## src/rtl/cpu_instr_feeder_if.sv

```systemverilog
// Host-side push channel into the instruction feeder FIFO.
// The host drives word/valid; the feeder answers with ready.
interface cpu_instr_feeder_if;
    logic        in_valid;
    logic        in_ready;
    logic [15:0] in_code;
    logic [11:0] in_immd;
    logic        in_has_immd;

    modport master (
        output in_valid,
        output in_code,
        output in_immd,
        output in_has_immd,
        input  in_ready
    );

    modport slave (
        input  in_valid,
        input  in_code,
        input  in_immd,
        input  in_has_immd,
        output in_ready
    );
endinterface

```

## src/rtl/cpu_instr_feeder.sv

```systemverilog
// Buffers host instruction words in a FIFO and replays them onto the CPU load port.
// Define FEEDER_STATUS_EN to add the issued_cnt / ovf status ports.
module cpu_instr_feeder #(
    parameter int unsigned DEPTH      = 8,
    parameter int unsigned WE_CYCLES  = 1,
    parameter int unsigned IMMD_HOLD  = 2,
    parameter int unsigned GAP_CYCLES = 1,
    parameter int unsigned EN_SETUP   = 1
) (
    input  logic                     clk,
    input  logic                     rst,
    cpu_instr_feeder_if.slave        host,
    input  logic                     flush,
    output logic                     en,
    output logic                     we_IM,
    output logic [15:0]              codein,
    output logic [11:0]              immd,
    output logic                     busy,
    output logic [$clog2(DEPTH):0]   level
`ifdef FEEDER_STATUS_EN
    ,
    output logic [15:0]              issued_cnt,
    output logic                     ovf
`endif
);

    localparam int unsigned AW = $clog2(DEPTH);
    localparam int unsigned CW = AW + 1;

    typedef enum logic [2:0] {StIdle, StSetup, StWrite, StImmd, StGap} state_e;

    logic [15:0]   mem_code [DEPTH];
    logic [11:0]   mem_immd [DEPTH];
    logic          mem_has  [DEPTH];
    logic [AW-1:0] wr_ptr_q;
    logic [AW-1:0] rd_ptr_q;
    logic [CW-1:0] count_q;
    state_e        state_q;
    logic [31:0]   phase_q;
    logic [11:0]   immd_lat_q;
    logic          has_lat_q;
    logic          push;
    logic          pop;

    assign host.in_ready = (count_q < CW'(DEPTH)) && !flush && !rst;
    assign push          = host.in_valid && host.in_ready;
    // Pop only once the CPU has been enabled; the first word after idle goes via SETUP.
    assign pop           = (state_q == StIdle) && (count_q != '0) && en;
    assign busy          = (state_q != StIdle) || (count_q != '0);
    assign level         = count_q;

    always_ff @(posedge clk) begin
        if (rst) begin
            wr_ptr_q   <= '0;
            rd_ptr_q   <= '0;
            count_q    <= '0;
            state_q    <= StIdle;
            phase_q    <= '0;
            immd_lat_q <= '0;
            has_lat_q  <= 1'b0;
            en         <= 1'b0;
            we_IM      <= 1'b0;
            codein     <= '0;
            immd       <= '0;
`ifdef FEEDER_STATUS_EN
            issued_cnt <= '0;
            ovf        <= 1'b0;
`endif
        end else if (flush) begin
            // codein/immd deliberately keep their last values across a flush.
            wr_ptr_q <= '0;
            rd_ptr_q <= '0;
            count_q  <= '0;
            state_q  <= StIdle;
            phase_q  <= '0;
            en       <= 1'b0;
            we_IM    <= 1'b0;
        end else begin
`ifdef FEEDER_STATUS_EN
            if (host.in_valid && !host.in_ready) begin
                ovf <= 1'b1;
            end
`endif
            if (push) begin
                mem_code[wr_ptr_q] <= host.in_code;
                mem_immd[wr_ptr_q] <= host.in_immd;
                mem_has[wr_ptr_q]  <= host.in_has_immd;
                wr_ptr_q           <= wr_ptr_q + 1'b1;
            end
            if (pop) begin
                rd_ptr_q <= rd_ptr_q + 1'b1;
            end
            if (push && !pop) begin
                count_q <= count_q + 1'b1;
            end else if (!push && pop) begin
                count_q <= count_q - 1'b1;
            end

            unique case (state_q)
                StIdle: begin
                    if (count_q != '0) begin
                        phase_q <= '0;
                        if (!en) begin
                            en      <= 1'b1;
                            state_q <= StSetup;
                        end else begin
                            codein     <= mem_code[rd_ptr_q];
                            immd_lat_q <= mem_immd[rd_ptr_q];
                            has_lat_q  <= mem_has[rd_ptr_q];
                            we_IM      <= 1'b1;
                            state_q    <= StWrite;
`ifdef FEEDER_STATUS_EN
                            issued_cnt <= issued_cnt + 16'd1;
`endif
                        end
                    end
                end
                StSetup: begin
                    if (phase_q == EN_SETUP - 1) begin
                        phase_q <= '0;
                        state_q <= StIdle;
                    end else begin
                        phase_q <= phase_q + 1;
                    end
                end
                StWrite: begin
                    if (phase_q == WE_CYCLES - 1) begin
                        we_IM   <= 1'b0;
                        phase_q <= '0;
                        if (has_lat_q) begin
                            immd    <= immd_lat_q;
                            state_q <= StImmd;
                        end else begin
                            state_q <= (GAP_CYCLES == 0) ? StIdle : StGap;
                        end
                    end else begin
                        phase_q <= phase_q + 1;
                    end
                end
                StImmd: begin
                    if (phase_q == IMMD_HOLD - 1) begin
                        phase_q <= '0;
                        state_q <= (GAP_CYCLES == 0) ? StIdle : StGap;
                    end else begin
                        phase_q <= phase_q + 1;
                    end
                end
                StGap: begin
                    if (phase_q == GAP_CYCLES - 1) begin
                        phase_q <= '0;
                        state_q <= StIdle;
                    end else begin
                        phase_q <= phase_q + 1;
                    end
                end
                default: state_q <= StIdle;
            endcase
        end
    end

endmodule
```

## src/flat_wrapper.sv

```systemverilog
// flat-port wrapper written by rule: the top's interface ports become plain ports
module cpu_instr_feeder_flat 
#(
    parameter int unsigned DEPTH      = 8,
    parameter int unsigned WE_CYCLES  = 1,
    parameter int unsigned IMMD_HOLD  = 2,
    parameter int unsigned GAP_CYCLES = 1,
    parameter int unsigned EN_SETUP   = 1
)
  (clk, rst, flush, en, we_IM, codein, immd, busy, level, host_in_valid, host_in_code, host_in_immd, host_in_has_immd, host_in_ready);
  cpu_instr_feeder_if host_i ();
  input  logic clk;
  input  logic rst;
  input  logic flush;
  output logic en;
  output logic we_IM;
  output logic [15:0] codein;
  output logic [11:0] immd;
  output logic busy;
  output logic [$clog2(DEPTH):0] level;
  input wire logic [$bits(host_i.in_valid)-1:0] host_in_valid;
  input wire logic [$bits(host_i.in_code)-1:0] host_in_code;
  input wire logic [$bits(host_i.in_immd)-1:0] host_in_immd;
  input wire logic [$bits(host_i.in_has_immd)-1:0] host_in_has_immd;
  output wire logic [$bits(host_i.in_ready)-1:0] host_in_ready;
  assign host_i.in_valid = host_in_valid;
  assign host_i.in_code = host_in_code;
  assign host_i.in_immd = host_in_immd;
  assign host_i.in_has_immd = host_in_has_immd;
  assign host_in_ready = host_i.in_ready;
  cpu_instr_feeder #(.DEPTH(DEPTH), .WE_CYCLES(WE_CYCLES), .IMMD_HOLD(IMMD_HOLD), .GAP_CYCLES(GAP_CYCLES), .EN_SETUP(EN_SETUP)) u_core (.clk(clk), .rst(rst), .host(host_i), .flush(flush), .en(en), .we_IM(we_IM), .codein(codein), .immd(immd), .busy(busy), .level(level));
endmodule
```

## config.mk

```make
export PLATFORM = sky130hd
export DESIGN_NAME = cpu_instr_feeder_flat
export DESIGN_NICKNAME = d
export VERILOG_FILES = /design/src/rtl/cpu_instr_feeder_if.sv /design/src/rtl/cpu_instr_feeder.sv /design/src/flat_wrapper.sv
export SDC_FILE = /design/constraint.sdc
export NUM_CORES = 1
export LEC_CHECK = 0
export BUFFER_PORTS_ARGS = -buffer_cell sky130_fd_sc_hd__buf_2
export CORE_ASPECT_RATIO = 0.75
export CORE_UTILIZATION = 35
export CTS_BUF_LIST = sky130_fd_sc_hd__clkbuf_16
export CTS_CLUSTER_DIAMETER = 30
export CTS_CLUSTER_SIZE = 28
export DETAILED_ROUTE_END_ITERATION = 10
export HOLD_SLACK_MARGIN = 0.05
export PLACE_DENSITY = 0.63
export SKIP_LAST_GASP = 1
export SLEW_MARGIN = 25
export SYNTH_ARGS = -nofsm -noshare
export SYNTH_HDL_FRONTEND = slang
export SYNTH_SLANG_ARGS = --single-unit
```

## constraint.sdc

```tcl
create_clock -name clk -period 7.85 [get_ports clk]
set_clock_uncertainty 0.15 [all_clocks]
set_input_delay 0.3925 -clock clk [delete_from_list [all_inputs] [get_ports clk]]
set_output_delay 0.3925 -clock clk [all_outputs]
set_load 0.03 [all_outputs]
```

==> flow_summary.json <==
{
  "setup_violations": 0,
  "p_per_area_mw_per_mm2": 269.7,
  "syn_area_mm2": 0.01250,
  "max_stage_delay_ns": 0.78,
  "ys_seq_elements": 320,
  "violations": "DRC",
  "synth_enable_flop_cells": 232,
  "grt_pass1_vias": 7170,
  "min_path_cells": 4,
  "drtIter0Drc": 442,
  "grt_pass1_wl_mm": 40.54,
  "hpwl_mm": 15.14,
  "yosysSeqAreaShare_pct": 69.85,
  "die_h_um": 165.6,
  "period_share_pct": 40.07,
  "ys_warn_count": 0,
  "maxSlewViolCount": 0,
  "layout-drive-gt1-share_pct": 25.53,
  "cts.path.max_buffers": 3,
  "synthMuxAreaShare_pct": 13.82,
  "cts_tree": "built",
  "cp.required_ns": 8.14,
  "die_x_um": 220.2,
  "multi_input_area_mm2": 0.003641,
  "cts_setup_buffers": 0,
  "num_rows": 59,
  "rsz0062_at_grt": "false",
  "nFillCells": 3035,
  "r2r_cells": 6,
  "ff_latch_area_mm2": 0.008735,
  "synth_nets": 829,
  "p_leak_nw": 5.188,
  "io_pins": 69,
  "wl_mm": 25.53,
  "crit_type": "reg -> reg",
  "cts_made_buffers": 50,
  "cts_resized": 0,
  "clk_pin_slew_ns": 0.05,
  "vias": 7090,
  "synth_top_family_by_area": "multiplexers",
  "worstPathArrival_ns": 3.43,
  "grt_usage_pct": 14.43,
  "netlist_instances": 787,
  "syn_avg_cell_area_um2": 15.88,
  "synth_compound_area_share_pct": 4.626,
  "drc": 3,
  "core_area_mm2": 0.03492,
  "worst_pin_slew_ns": 0.9753,
  "synth_xor_area_share_pct": 1.612,
  "ir_drop_v": 0.0001719,
  "synthFlopType": "edfxtp_1",
  "cts-root-buf": "clkbuf_16",
  "place_congestion": 0.7848,
  "cts.sinks": 320,
  "grt_max_degree": 59,
  "critical_path.cell_chain": "nor4_1, nand4_1, nor4_1, nand3b_1, mux2i_1, nor2_1",
  "final_util_pct": 44.43,
  "ant_nets": 0,
  "grt_antenna_before_repair": 0,
  "crit_slowest_cell": "nand3b_1",
  "post_drt_wl_per_cell_um": 18.17,
  "grt-ovfl-total": 0,
  "slew_headroom_pct": 34.78,
  "fin_crit_ns": 3.146,
  "ctsHoldBuffers": 29,
  "htree_levels": 2,
  "antenna_cells": 0,
  "synth.distinct_cells": 46,
  "startpoint_type": "register",
  "die_area_mm2": 0.03647,
  "critPathMaxFanout": 12,
  "fmax_mhz": 317.9,
  "synthAdderAreaFrac_pct": 0.9612,
  "clock_latency_ns": 0.59,
  "end_kind": "register",
  "initial_core_util_pct": 35.79,
  "hold_path_class": "in -> reg",
  "status": "finished, violations left",
  "ys_async_sr_fraction_pct": 0,
  "nets": 948,
  "synth-simple-area-share_pct": 7.560,
  "cap_violations": 0,
  "area_growth_pct": 24.16,
  "first_pass_iters": 10,
  "viasPerCell": 5.046,
  "port_buffers": 68,
  "hold_viol_final": 0,
  "cpMostUsedCell": "nor4_1",
  "fin_tns_setup_ns": 0
}
## synthesized netlist by cell type (5+ instances only)
| cell type | count | share of area (%) |
|---|---|---|
| a21oi_1 | 19 | 0.76 |
| mux2i_1 | 42 | 3.4 |
| a211oi_1 | 31 | 1.9 |
| xnor2_1 | 9 | 0.63 |
| mux4_2 | 58 | 10 |
| xor2_1 | 14 | 0.98 |
| nor3_1 | 6 | 0.24 |
| buf_2 | 7 | 0.28 |
| a21o_1 | 5 | 0.30 |
| nor4_1 | 12 | 0.60 |
| inv_1 | 7 | 0.21 |
| nor2_1 | 88 | 2.6 |
| nand2_1 | 36 | 1.1 |
| nand3_1 | 15 | 0.60 |
| clkbuf_1 | 33 | 0.99 |
| dfxtp_1 | 88 | 14 |
| nand4_1 | 10 | 0.50 |
| edfxtp_1 | 232 | 56 |
| o21ai_0 | 10 | 0.40 |
| ha_1 | 8 | 0.80 |
| and3_1 | 6 | 0.30 |
## worst paths after layout
| path | from | end | slack (ns) |
|---|---|---|---|
| worst max-delay path | u_core.phase_q[16] | u_core.immd[6] | 4.70 |
| worst min-delay path | flush | u_core.we_IM | 0.1 |
| worst max register to register | u_core.phase_q[16] | u_core.immd[6] | 4.70 |
| worst min register to register | u_core.immd[3] | u_core.immd[3] | 0.35 |
## power breakdown
group | internal, mW | switching [mW] | total, mW
sequential | 1.82 | 0.00355 | 1.82
combinational | 0.0331 | 0.0550 | 0.0881
clock | 1.45 | 0.826 | 2.27
total | 3.30 | 0.884 | 4.18
## cell families after synthesis
kind of cell | count (synthesis)
DFF | 320
and+or+nand+nor | 199
muxes | 100
AOI/OAI and AO/OA | 86
buffers and inverters | 50
xor gates and xnor gates | 23
adders and majority gates | 9
## worst max-delay path: cells and delay by family, from the launching register on
family	cells	cell delay [ns]
flops	1	0.35
mux	1	0.38
simple gates	5	2.12
## registers in the layout, summed over array words and instances (netlist names)
signal             count
u_core.we_IM           1
u_core.en              1
u_core.mem_immd       96
u_core.immd           12
u_core.wr_ptr_q        3
u_core.state_q         3
u_core.phase_q        32
u_core.level           4
u_core.mem_code      128
u_core.mem_has         8
u_core.immd_lat_q     12
u_core.rd_ptr_q        3
u_core.has_lat_q       1
u_core.codein         16
## placed cells by master (no fill, tap or decap), drive strengths merged, types with 4 or more instances in the layout
master,Yosys,routed
a21o,5,5
o311ai,4,4
or4,5,5
a21oi,19,19
clkinv,0,19
nand2b,4,4
bufinv,0,8
edfxtp,232,232
clkbuf,33,50
nand4,10,10
mux2i,42,42
xnor2,9,9
or3,4,4
dfxtp,88,88
o21ai,13,13
nor2,88,88
a22o,4,4
dlygate4sd3,0,29
buf,9,80
nand3,16,16
inv,8,20
nor3,7,7
mux4,58,58
a211oi,31,31
xor2,14,14
ha,8,8
nand2,36,36
clkinvlp,0,5
and3,6,6
nor4,12,12
## routing by layer
layer,vias up,global-route usage (%),part of all wire (%)
met5,-,0,0
met4,0,4.438,1.7
met3,35,3.214,5.8
met2,149,21.40,45
met1,3575,21.05,48
li1,3331,-,-
## per-stage QoR
step / power (mW) / setup WS [ns] / hold slack, ns / std cells / area, µm²
after detailed placement: 1.934 / 4.323 / 0.3379 / 1280 / 13390
after global routing: 4.317 / 4.438 / 0.09469 / 1405 / 15510
after floorplan: 1.895 / 3.315 / 0.3111 / 787 / 12500
after global placement: 1.931 / 4.405 / 0.3207 / 1280 / 13390
after CTS: 4.231 / 4.655 / 0.05718 / 1403 / 15450
final: 4.185 / 4.704 / 0.09829 / 1405 / 15510
## area by class of cell
cell class	count	area share, %
clock buffers	50	8.065
clock inverters	44	3.387
inverters	8	0.1935
multi-input cells	417	23.47
flip-flops and latches	320	56.30
well taps	457	3.685
repair buffers	109	4.903
(Power assumes the default switching activity.)
